<file path="src/rtl/ram_stream_reader_pkg.sv">
// rtl/ram_stream_reader_pkg.sv - shared state codes, buffer/latency constants and range check
package ram_stream_reader_pkg;

    typedef logic [1:0] state_t;

    localparam state_t ST_IDLE  = 2'd0;
    localparam state_t ST_CHECK = 2'd1;
    localparam state_t ST_RUN   = 2'd2;
    localparam state_t ST_DRAIN = 2'd3;

    localparam int READ_LATENCY = 1;
    localparam int BUF_DEPTH    = 2;

    // 33-bit sum so a base near the top of the address space cannot wrap past the check.
    function automatic logic range_error(input logic [31:0] base, input logic [31:0] count,
                                         input logic [31:0] length);
        logic [32:0] sum;
        sum = {1'b0, base} + {1'b0, count};
        return sum > {1'b0, length};
    endfunction

endpackage

</file>
<file path="src/rtl/ram_stream_reader_fifo.sv">
// rtl/ram_stream_reader_fifo.sv - two-entry register FIFO between RAM read data and a stream
module stream_skid_fifo
    import ram_stream_reader_pkg::*;
#(
    parameter int WIDTH = 32
) (
    input  logic             clk,
    input  logic             reset,
    input  logic             push_i,
    input  logic [WIDTH-1:0] push_data_i,
    input  logic             pop_i,
    output logic [WIDTH-1:0] head_o,
    output logic             full_o,
    output logic             empty_o
);

    logic [WIDTH-1:0] ent0_q, ent0_d;
    logic [WIDTH-1:0] ent1_q, ent1_d;
    logic [1:0]       occ_q, occ_d;
    logic             do_push;
    logic             do_pop;

    // Pop is applied before push so a simultaneous push into a full FIFO lands in the freed slot.
    always_comb begin
        do_pop  = pop_i && (occ_q != 2'd0);
        do_push = push_i && ((occ_q != 2'(BUF_DEPTH)) || do_pop);
        ent0_d  = ent0_q;
        ent1_d  = ent1_q;
        occ_d   = occ_q;
        if (do_pop) begin
            ent0_d = ent1_q;
            occ_d  = occ_q - 2'd1;
        end
        if (do_push) begin
            if (occ_d == 2'd0) begin
                ent0_d = push_data_i;
            end else begin
                ent1_d = push_data_i;
            end
            occ_d = occ_d + 2'd1;
        end
    end

    always_ff @(posedge clk or posedge reset) begin
        if (reset) begin
            ent0_q <= '0;
            ent1_q <= '0;
            occ_q  <= 2'd0;
        end else begin
            ent0_q <= ent0_d;
            ent1_q <= ent1_d;
            occ_q  <= occ_d;
        end
    end

    assign head_o  = ent0_q;
    assign full_o  = (occ_q == 2'(BUF_DEPTH));
    assign empty_o = (occ_q == 2'd0);

endmodule

</file>
<file path="src/rtl/ram_stream_reader.sv">
// rtl/ram_stream_reader.sv - reads count consecutive RAM words from base onto a valid/ready stream
module ram_stream_reader
    import ram_stream_reader_pkg::*;
#(
    parameter int WIDTH = 32,
    parameter int DEPTH = 10
) (
    input  logic             clk,
    input  logic             reset,
    input  logic             start,
    input  logic [31:0]      base,
    input  logic [31:0]      count,
    output logic             busy,
    output logic             done,
    output logic             error,
    input  logic [31:0]      ram_length,
    output logic [31:0]      ram_address,
    output logic [WIDTH-1:0] ram_din,
    input  logic [WIDTH-1:0] ram_dout,
    output logic             ram_we,
    output logic             ram_oe,
    output logic [WIDTH-1:0] m_data,
    output logic             m_valid,
    input  logic             m_ready
);

    state_t                  state_q, state_d;
    logic [31:0]             addr_q, addr_d;
    logic [31:0]             count_q, count_d;
    logic [31:0]             issued_q, issued_d;
    logic [READ_LATENCY-1:0] inflight_q, inflight_d;
    logic                    done_q, done_d;
    logic                    error_q, error_d;

    logic fifo_full;
    logic fifo_empty;
    logic pop;
    logic any_inflight;
    logic issue_ok;

    assign pop          = m_valid && m_ready;
    assign any_inflight = |inflight_q;

    // Words held plus the read in flight, less this cycle's pop, must stay below the buffer depth.
    assign issue_ok = pop ? !(fifo_full && any_inflight)
                          : (!fifo_full && !(any_inflight && !fifo_empty));

    always_comb begin
        state_d    = state_q;
        addr_d     = addr_q;
        count_d    = count_q;
        issued_d   = issued_q;
        done_d     = 1'b0;
        error_d    = 1'b0;
        ram_oe     = (state_q == ST_RUN) && (issued_q != count_q) && issue_ok;
        inflight_d = (inflight_q << 1) | READ_LATENCY'(ram_oe);

        case (state_q)
            ST_IDLE: begin
                if (start) begin
                    addr_d   = base;
                    count_d  = count;
                    issued_d = 32'd0;
                    state_d  = ST_CHECK;
                end
            end
            ST_CHECK: begin
                if (count_q == 32'd0) begin
                    state_d = ST_IDLE;
                    done_d  = 1'b1;
                end else if (range_error(addr_q, count_q, ram_length)) begin
                    state_d = ST_IDLE;
                    done_d  = 1'b1;
                    error_d = 1'b1;
                end else begin
                    state_d = ST_RUN;
                end
            end
            ST_RUN: begin
                if (ram_oe) begin
                    addr_d   = addr_q + 32'd1;
                    issued_d = issued_q + 32'd1;
                    if (issued_q + 32'd1 == count_q) begin
                        state_d = ST_DRAIN;
                    end
                end
            end
            default: begin
                if (fifo_empty && !any_inflight) begin
                    state_d = ST_IDLE;
                    done_d  = 1'b1;
                end
            end
        endcase
    end

    always_ff @(posedge clk or posedge reset) begin
        if (reset) begin
            state_q    <= ST_IDLE;
            addr_q     <= 32'd0;
            count_q    <= 32'd0;
            issued_q   <= 32'd0;
            inflight_q <= '0;
            done_q     <= 1'b0;
            error_q    <= 1'b0;
        end else begin
            state_q    <= state_d;
            addr_q     <= addr_d;
            count_q    <= count_d;
            issued_q   <= issued_d;
            inflight_q <= inflight_d;
            done_q     <= done_d;
            error_q    <= error_d;
        end
    end

    stream_skid_fifo #(
        .WIDTH (WIDTH)
    ) u_fifo (
        .clk         (clk),
        .reset       (reset),
        .push_i      (inflight_q[READ_LATENCY-1]),
        .push_data_i (ram_dout),
        .pop_i       (pop),
        .head_o      (m_data),
        .full_o      (fifo_full),
        .empty_o     (fifo_empty)
    );

    assign m_valid     = !fifo_empty;
    assign busy        = (state_q != ST_IDLE);
    assign done        = done_q;
    assign error       = error_q;
    assign ram_we      = 1'b0;
    assign ram_din     = '0;
    assign ram_address = {{(32 - DEPTH){1'b0}}, addr_q[DEPTH-1:0]};

endmodule
</file>
<file path="config.mk">
export PLATFORM = sky130hd
export DESIGN_NAME = ram_stream_reader
export DESIGN_NICKNAME = d
export VERILOG_FILES = /design/src/rtl/ram_stream_reader_pkg.sv /design/src/rtl/ram_stream_reader_fifo.sv /design/src/rtl/ram_stream_reader.sv
export SDC_FILE = /design/constraint.sdc
export NUM_CORES = 1
export LEC_CHECK = 0
export CORE_UTILIZATION = 49
export CTS_BUF_LIST = sky130_fd_sc_hd__clkbuf_4 sky130_fd_sc_hd__clkbuf_8
export DETAILED_ROUTE_END_ITERATION = 16
export GPL_ROUTABILITY_DRIVEN = 0
export PLACE_DENSITY = 0.79
export SKIP_LAST_GASP = 1
export SYNTH_ARGS = -nofsm -noshare
export SYNTH_HDL_FRONTEND = slang
export SYNTH_SLANG_ARGS = --single-unit
export TNS_END_PERCENT = 1
</file>
<file path="constraint.sdc">
create_clock -name clk -period 5.35 [get_ports clk]
set_input_delay 1.07 -clock clk [delete_from_list [all_inputs] [get_ports clk]]
set_output_delay 1.07 -clock clk [all_outputs]
set_load 0.005 [all_outputs]
</file>
* Word-level counts from Yosys, hierarchy flattened *
Index checks and enable logic that the tools add are counted.

operators by class
  reduce and logical (&&, ||, !) cells = 28
  $lt $le $gt $ge = 1
  eq/ne operators = 9
  mux-type cells = 25
  bitwise operators = 1
  add/sub/neg operators = 5

operators by type and width
  operator                                                count
  2-to-1 mux 32 bit                                       7
  case mux 32 bit (2 select lines)                        2
  adder 32 x 1 -> 32 bit (second input constant)          2
  adder 32 x 32 -> 33 bit                                 1
  > comparator 33 x 32 -> 1 bit                           1
  == test 32 bit                                          1
  logical NOT 32 bit                                      1
  inequality test 32 bit                                  1
  2-to-1 mux 2 bit                                        8
  logical AND 1 bit                                       9
  logical NOT 2 bit                                       3
  2-to-1 mux 1 bit                                        6
  inequality test 2 bit (second input constant)           3
  case mux 2 bit (3 select lines)                         1
  nonzero test 2 bit                                      3
  logical NOT 1 bit                                       5
  == test 2 bit (second input constant)                   2
  AND reduction 2 bit                                     2
  AND reduction 4 bit                                     1
  nonzero test 4 bit                                      1
  AND reduction 3 bit                                     1
  adder 2 x 1 -> 2 bit (second input constant)            1
  == test 2 x 1 -> 1 bit (second input constant)          1
  inequality test 2 x 1 -> 1 bit (second input constant)  1
  5 further kinds                                         5

word-level totals
  logic and storage cells = 79
  output and inout port bits = 102
  input port bits = 132
  bits in registers = 167

* Longest topological paths before layout *
Gate-level depths: netlist (run 1).

  depth in word-level cells = 9
  depth in mapped cells = 20
  mapped depth without buffers = 20

* Modules after synthesis *
A second synthesis (run 1) with hierarchy kept.

second synthesis, totals
  cells, all modules = 1320
  area, all modules = 11945.2 µm²

modules (own cells, without submodules)
  module             seq. area each (µm²)  times used  area an instance (µm²)  cells an instance
  ram_stream_reader  2527.4                1           8941.1                  1127
  stream_skid_fifo   1651.6                1           3004.1                  193

* Worst setup path before layout (run 1) *
Ideal clock, no wire load.

  kind = reg-to-reg
  start point = register addr_q[0]
  end point = register state_q[1]
  arrival = 4.216 ns
  buffers on the path = 0
  path slack = 1.068 ns
  library setup time = 0.066 ns
  stages on the path, launching flop included = 21
  cells stage by stage = dfrtp_1 > ha_1 > inv_1 > fa_1 > nand2b_1 > a21oi_1 > nor4_1 > o21ai_0 > a31o_2 > a21oi_1 > o2111a_1 > or3_1 > ha_1 > nand3_1 > nand2_1 > a2111oi_0 > o31ai_1 > a21oi_1 > nand2_1 > a2111oi_0 > a221o_1

on the way
  cells in the longest elaborated chain, start to end = 5

ends and longest elaborated chain
  item                             line                         RTL
  start: declaration               ram_stream_reader.sv:28      logic [31:0] addr_q, addr_d;
  start signal: assignment         ram_stream_reader.sv:108     addr_q <= addr_d;
  adder 32 x 32 -> 33 bit          ram_stream_reader_pkg.sv:18  sum = {1'b0, base} + {1'b0, count};
  > comparator 33 x 32 -> 1 bit    ram_stream_reader_pkg.sv:19  return sum > {1'b0, length};
  2-to-1 mux 2 bit                 ram_stream_reader.sv:71      end else if (range_error(addr_q, count_q, ram_length)) begin
  2-to-1 mux 2 bit                 ram_stream_reader.sv:68      if (count_q == 32'd0) begin
  case mux 2 bit (3 select lines)  ram_stream_reader.sv:58      case (state_q)
  end signal: assignment           ram_stream_reader.sv:107     state_q <= state_d;
  end: declaration                 ram_stream_reader.sv:27      state_t state_q, state_d;

Every way passes these cells.
A chain may end at the register's enable or synchronous reset.

* Worst setup path in the final report (run 1) *
Ends and elaborated chain as after synthesis.

==> results of run 1 <==
-- through the flow --
stage	util (%)	hold slack, ns	power, W
final	59.1	0.509	0.00837
after global routing	59.1	0.524	0.00906
after CTS	59.1	0.516	0.00833
after detailed placement	57.3	0.495	0.00732
after global placement	57.3	0.488	0.00715
after floorplan	-	0.477	0.00588
-- registers in the layout, indices dropped and copies added, names as in the netlist --
name           flops
addr_q            32
count_q           32
issued_q          32
u_fifo.ent1_q     32
u_fifo.head_o     32
state_q            2
u_fifo.occ_q       2
any_inflight       1
done               1
error              1
-- cells by family (layout without fill, tap and decap cells) --
kind of cell,count (synthesis),after routing,share of synthesized area (%)
AO/OA/AOI/OAI,303,303,15.8
AND/OR/NAND/NOR,492,492,19.6
buffers and inverters,191,281,8.72
multiplexers,67,67,6.04
flip-flops,167,167,35.5
XOR/XNOR,92,92,6.84
other,1,55,0.0318
adder cells (fa/ha/maj),70,70,7.50
-- area by class of cell --
cell class,instances,area (sq um)
Fill cell,2054,9630
Multi-Input combinational cell,1079,6810
Sequential cell,167,4180
Timing Repair Buffer,188,1870
Tap cell,319,399
Inverter,62,239
Clock buffer,17,234
Clock inverter,14,186
-- placed cells by master (no fill, tap or decap), types with 6 or more instances in the layout --
cell type / instances
nor2b_1: 7
a21oi_1: 112
nand2_1: 174
and4_1: 7
clkdlybuf4s50_1: 178
a21o_1: 21
o21ai_0: 48
nand2b_1: 9
nor3_1: 42
inv_6: 6
xnor2_1: 55
ha_1: 69
xor2_1: 37
nand4_1: 26
o21ai_1: 27
dfrtp_1: 167
o21a_1: 7
a221o_1: 8
mux2i_1: 34
nor2_1: 107
buf_4: 9
mux2_2: 33
conb_1: 55
a211oi_1: 14
clkbuf_8: 17
inv_1: 60
or3_1: 12
nor4_1: 28
and3_1: 11
a31oi_1: 9
nand3_1: 45
-- power groups by stage --
stage | Combinational [W] | Sequential, W | Clock, W
final | 0.00502 | 0.00236 | 0.000981
after global placement | 0.00480 | 0.00235 | 0
after detailed placement | 0.00494 | 0.00237 | 0
after floorplan | 0.00370 | 0.00218 | 0
after global routing | 0.00557 | 0.00244 | 0.00105
after CTS | 0.00497 | 0.00235 | 0.00100
-- metal layers --
layer / up-vias / global-route usage, % / share of wire [%]
met5: - / 0 / 0
met4: 0 / 10.3 / 3.3
met3: 61 / 6.47 / 9.0
met2: 423 / 42.2 / 46
met1: 4907 / 32.2 / 41
li1: 5036 / - / -
-- critical path, stage by stage (launching register included) --
cell	delay (ns)
dfrtp_1	0.42
ha_1	0.22
inv_1	0.07
fa_1	0.40
nand2b_1	0.18
a21oi_1	0.26
nor4_1	0.11
o21ai_2	0.30
a31o_2	0.23
a21oi_1	0.10
o21ai_0	0.22
xor2_1	0.23
ha_1	0.29
a21o_1	0.18
a21o_1	0.18
a2111oi_0	0.37
o31ai_1	0.13
a21oi_1	0.15
nand2_1	0.16
nor4_1	0.31
a221o_1	0.20
-- worst paths after layout --
kind	from	end	slack, ns	cells past startpoint
worst min register to register	u_fifo.ent1_q[0]	u_fifo.ent1_q[0]	0.51	1
min in group asynchronous	reset	count_q[7]	1.20	3
worst min-delay path	u_fifo.ent1_q[0]	u_fifo.ent1_q[0]	0.51	1
worst max register to register	addr_q[0]	state_q[1]	0.58	20
worst max-delay path	addr_q[0]	state_q[1]	0.58	20
max in group asynchronous	reset	u_fifo.head_o[1]	3.46	3
==> out/results.txt, run 1 <==
number of buffers created by CTS: 17
crit end category: flip-flop
period utilization: 89.2%
vias in the first global route: 9879
IO buf count: 178
final clock skew: 0.0183 ns
status: completed
filler-free cell count of the finished design: 1846
f_max: 210 MHz
setup bufs post-CTS: 0
top-count cell post-synth: nand2_1
CTS tree: built
largest net degree at the start of global routing: 168
setup TNS: 0 ns
dpl cell area: 13500 sq um
total number of yosys warnings: 0
Netlist cell types: 68
first-pass GRT wire length: 49600 microns
Setup CP Type: reg2reg
Initial Utilization: 50.1%
Post-synth EDFFs: 0
Sw Ratio: 46.2%
Die H: 157 microns
RSZ-0062 raised after global routing: no
Peak VDD IR: 0.337 mV
power density over the cells: 601 nW/um^2
drt via density: 5.65
cts repair resizes: 0
register area share after synthesis: 35.5%
grt total ovfl: 0
clock root buffer master: clkbuf_8
fraction of registers with async set/reset: 100%
Place WS: 0.312 ns
Post-Layout Inst Area: 13900 sq um
Static Leak: 6.28 nW
crit path DAT: 5.18 ns
Slew headroom: 28.7%
Min-Delay Path Class: reg2reg
Max Cap Viol: 0
DR vias: 10400
ant diodes: 0
# nets final: 1717
# hold bufs at CTS: 0
flops & latches, synth: 167
DRC Markers: 0
final setup fails: 0
most common flop cell mapped by yosys: dfrtp_1
most area-hungry cell type in the Yosys netlist: dfrtp_1
drt first pass iters: 5
final worst-path setup slack: 0.578 ns
clock power share: 11.7%
Final Hold Viols: 0
Post-synth top cells: nand2_1 (174), dfrtp_1 (167), a21oi_1 (112), nor2_1 (108)
Worst-Skew Late Latency: 0.47 ns
WP data required: 5.76 ns
post-synth top area share: 35.5%
initial antenna violation count: 0
register share of total power: 28.3%
WL final: 30800 microns
core area: 23500 sq um
Placed Cells: 1815
slew of the pin with the lowest slew margin: 1.07 ns
cell count after synthesis: 1383
TritonCTS Sinks: 167
Iteration-0 DRC Markers: 581
Internal: 0.00450 W
Routed wire per std cell: 16.7 microns
Cell Rows: 56
chip width: 157 microns
Worst-path clk slew: 0.10 ns
post-synthesis average cell area: 8.52 sq um
total I/O pin count: 234
share of cells above drive strength 1: 6.09%
CP Launch Type: flip-flop
min Tclk post-route: 4.77 ns
Comb pwr share: 60.0%
Final ANT Viol Nets: 0
CP Max Fanout: 6
largest cells by area after synthesis: dfrtp_1 (35%), ha_1 (7.3%), nand2_1 (5.5%), a21oi_1 (4.8%), buf_4 (4.4%)
Max Slew Vio Count: 0
total track usage: 25.6%
post-synth design cell area: 11800 sq um
synthesis-to-finish area growth: 18.1%
DP Wirelength: 22800 microns
CTS H-tree depth: 4
Longest Clk Path Bufs: 2
Die Area: 24700 sq um
sw power: 0.00386 W
Note: power is estimated with default switching activity, not from simulation.
==> run 2, diff against run 1 <==
--- a/config.mk
+++ b/config.mk
@@ -14,4 +14,4 @@
 export SYNTH_ARGS = -nofsm -noshare
 export SYNTH_HDL_FRONTEND = slang
 export SYNTH_SLANG_ARGS = --single-unit
-export TNS_END_PERCENT = 1
+export TNS_END_PERCENT = 30
==> results of run 2 <==
Final layout, timing and power as in run 1 (identical DEF).
==> run 3, diff against run 2 <==
==> constraint.sdc (replaced) <==
create_clock -name clk -period 4 [get_ports clk]
set_input_delay 0.8 -clock clk [delete_from_list [all_inputs] [get_ports clk]]
set_output_delay 0.8 -clock clk [all_outputs]
set_load 0.005 [all_outputs]
==> run 3 against run 2 <==
  * The flow now finishes with violations (setup timing)
  * Design area grew 10%
  * Count of clock-buffer cells in the layout grew 3
  * Via count grew 6.0%
  * Utilization grew 6.0 points
  * Sequential share of layout area shrank 2.8 points
  * Critical path type unchanged
  * Critical endpoint unchanged
  * Highest routed layer unchanged
==> out/results.txt, run 3 (synthesized netlist as in run 1, its figures left out) <==
status: finished, violations left
failing checks: setup timing
CTS tree: built
Post-Layout Inst Area: 15300 sq um (+10%)
first-pass GRT wire length: 51500 microns (+3.8%)
CTS H-tree depth: 4 (unchanged)
Max Cap Viol: 0 (unchanged)
DR vias: 11100 (+6.0%)
Peak VDD IR: 0.471 mV (+40%)
final clock skew: 0.0171 ns (-0.00114 ns)
Placed Cells: 1927 (+6.2%)
GR peak layer: met2
WP data required: 4.35 ns (-1.41 ns)
most common cell after layout, fill and taps aside: clkdlybuf4s50_1
power density over the cells: 864 nW/um^2 (+44%)
Final ANT Viol Nets: 0 (unchanged)
drt first pass iters: 5 (unchanged)
crit path DAT: 4.55 ns (-0.63 ns)
initial antenna violation count: 0 (unchanged)
Die H: 157 microns (unchanged)
Min-Delay Path Class: reg2reg
# nets final: 1843 (+7.3%)
final worst-path setup slack: -0.204 ns (-0.781 ns)
period utilization: 105% (+16 points)
M3 GR Usage: 5.97% (-0.50 points)
grt total ovfl: 0 (unchanged)
Iteration-0 DRC Markers: 651 (+12%)
total I/O pin count: 234 (unchanged)
Routed wire per std cell: 16.6 microns (-0.85%)
IO buf count: 178 (unchanged)
Max Slew Vio Count: 0 (unchanged)
synthesis-to-finish area growth: 30.1%
core area: 23500 sq um (unchanged)
number of buffers created by CTS: 17 (unchanged)
drt via density: 5.60 (-0.80%)
r2r startpoint: addr_q[1]
hold_ws: 0.512 ns (+0.00288 ns)
hold path start: u_fifo.ent1_q[22]
Reg2Reg Setup Slack: -0.20 ns (-0.78 ns)
Setup CP Type: reg2reg
clock root buffer master: clkbuf_8
WL final: 32700 microns (+5.9%)
Place WS: -0.820 ns (-1.13 ns)
Static Leak: 6.99 nW (+11%)
RSZ-0062 raised after global routing: yes
DP Wirelength: 24300 microns (+6.5%)
WHS Endpoint: u_fifo.ent1_q[22]
final setup fails: 4 (+4)
crit end category: flip-flop
Slew headroom: 32.1% (+3.4 points)
filler-free cell count of the finished design: 1972 (+6.8%)
Worst-path clk slew: 0.10 ns (about the same)
Final Hold Viols: 0 (unchanged)
dpl cell area: 14400 sq um (+6.4%)
largest net degree at the start of global routing: 101 (-40%)
vias in the first global route: 10600 (+7.6%)
chip width: 157 microns (unchanged)
CP Max Fanout: 5 (-1)
# hold bufs at CTS: 0 (unchanged)
share of cells above drive strength 1: 16.4% (+10 points)
path depth of the worst reg2reg path: 20 (unchanged)
setup TNS: -0.553 ns (-0.553 ns)
Worst-Skew Late Latency: 0.47 ns (about the same)
slew of the pin with the lowest slew margin: 1.02 ns (-0.0506 ns)
most frequent cells in the layout: clkdlybuf4s50_1 (178), nand2_1 (172), dfrtp_1 (167)
worst r2r dst: state_q[1]
hold depth: 1 (unchanged)
Initial Utilization: 50.1% (unchanged)
M1 GR Usage: 33.6% (+1.4 points)
CP Launch Type: flip-flop
total track usage: 26.6% (+0.94 points)
min Tclk post-route: 4.20 ns (-0.569 ns)
DRC Markers: 0 (unchanged)
Die Area: 24700 sq um (unchanged)
TritonCTS Sinks: 167 (unchanged)
Longest Clk Path Bufs: 2 (unchanged)
met2 usage: 43.6% (+1.4 points)
Cell Rows: 56 (unchanged)
f_max: 238 MHz (+14%)
ant diodes: 0 (unchanged)
run 3: changes by cell type in the layout (fill, tap and decap cells not counted), moves of 4 or more:
cell,before,now
buf_4,9,130
a21oi_1,112,102
ha_1,69,61
a211oi_1,14,7
a21oi_2,0,7
ha_4,0,7
a2111oi_0,5,0
inv_6,6,1
o21ai_0,48,43
a211oi_2,0,4
nor4_1,28,24
run 3: how the worst max path moves through the flow:
stage / slack (ns) / to / from / depth (start not counted)
global route: -0.37 / done / addr_q[9] / 20
floorplan: -0.28 / state_q[1] / addr_q[0] / 20
CTS: -0.11 / state_q[1] / count_q[0] / 20
finish: -0.20 / state_q[1] / addr_q[1] / 20
detailed placement: -0.82 / state_q[1] / addr_q[9] / 18
global placement: -0.63 / state_q[1] / addr_q[0] / 20
run 3: repair_timing:
action,4_1_cts,5_1_grt
setup endpoints to repair,4,4
buffers inserted,11,5
gates resized for setup,68,16
pin swaps,42,29
cloned,0,0
run 3: report_power, final:
part           total, W  switching, W  internal [W]
clock network   0.00133      0.000628      0.000701
logic           0.00898       0.00461       0.00436
registers       0.00294      0.000553       0.00239
total            0.0132       0.00579       0.00745
run 3: area by class of cell:
class | instances | area [sq um]
fillers | 1883 | 8210
multi-input cells | 1079 | 7230
flip-flops and latches | 167 | 4180
repair buffers | 314 | 2850
well taps | 319 | 399
clock buffers | 20 | 256
inverters | 62 | 239
clock inverters | 11 | 175
run 3: critical path, cell delays in order, from the launching register on:
cell and delay, ns:
dfrtp_1 0.42, ha_1 0.32, a211o_1 0.34, a21oi_2 0.19
a211oi_2 0.11, o211a_1 0.26, o21ai_2 0.21, o21ai_2 0.08
buf_4 0.14, a31oi_1 0.20, a22oi_2 0.12, ha_4 0.31
a21oi_2 0.07, buf_4 0.13, buf_4 0.12, and3_4 0.18
a31oi_4 0.19, o311ai_4 0.13, nand2_2 0.16, nor4_2 0.06
a221o_1 0.35
run 3: layer usage:
metal / vias to the layer above / part of all wire [%]
met3: 80 / 7.2
met1: 5235 / 42
li1: 5282 / -
met2: 453 / 47
met5: - / 0
met4: 0 / 3.3
run 3: through the flow:
stage | util [%] | power (W)
after floorplan | - | 0.00787
after global placement | 61.0 | 0.0104
after detailed placement | 61.0 | 0.0107
after CTS | 64.5 | 0.0128
after global routing | 65.1 | 0.0142
final | 65.1 | 0.0132
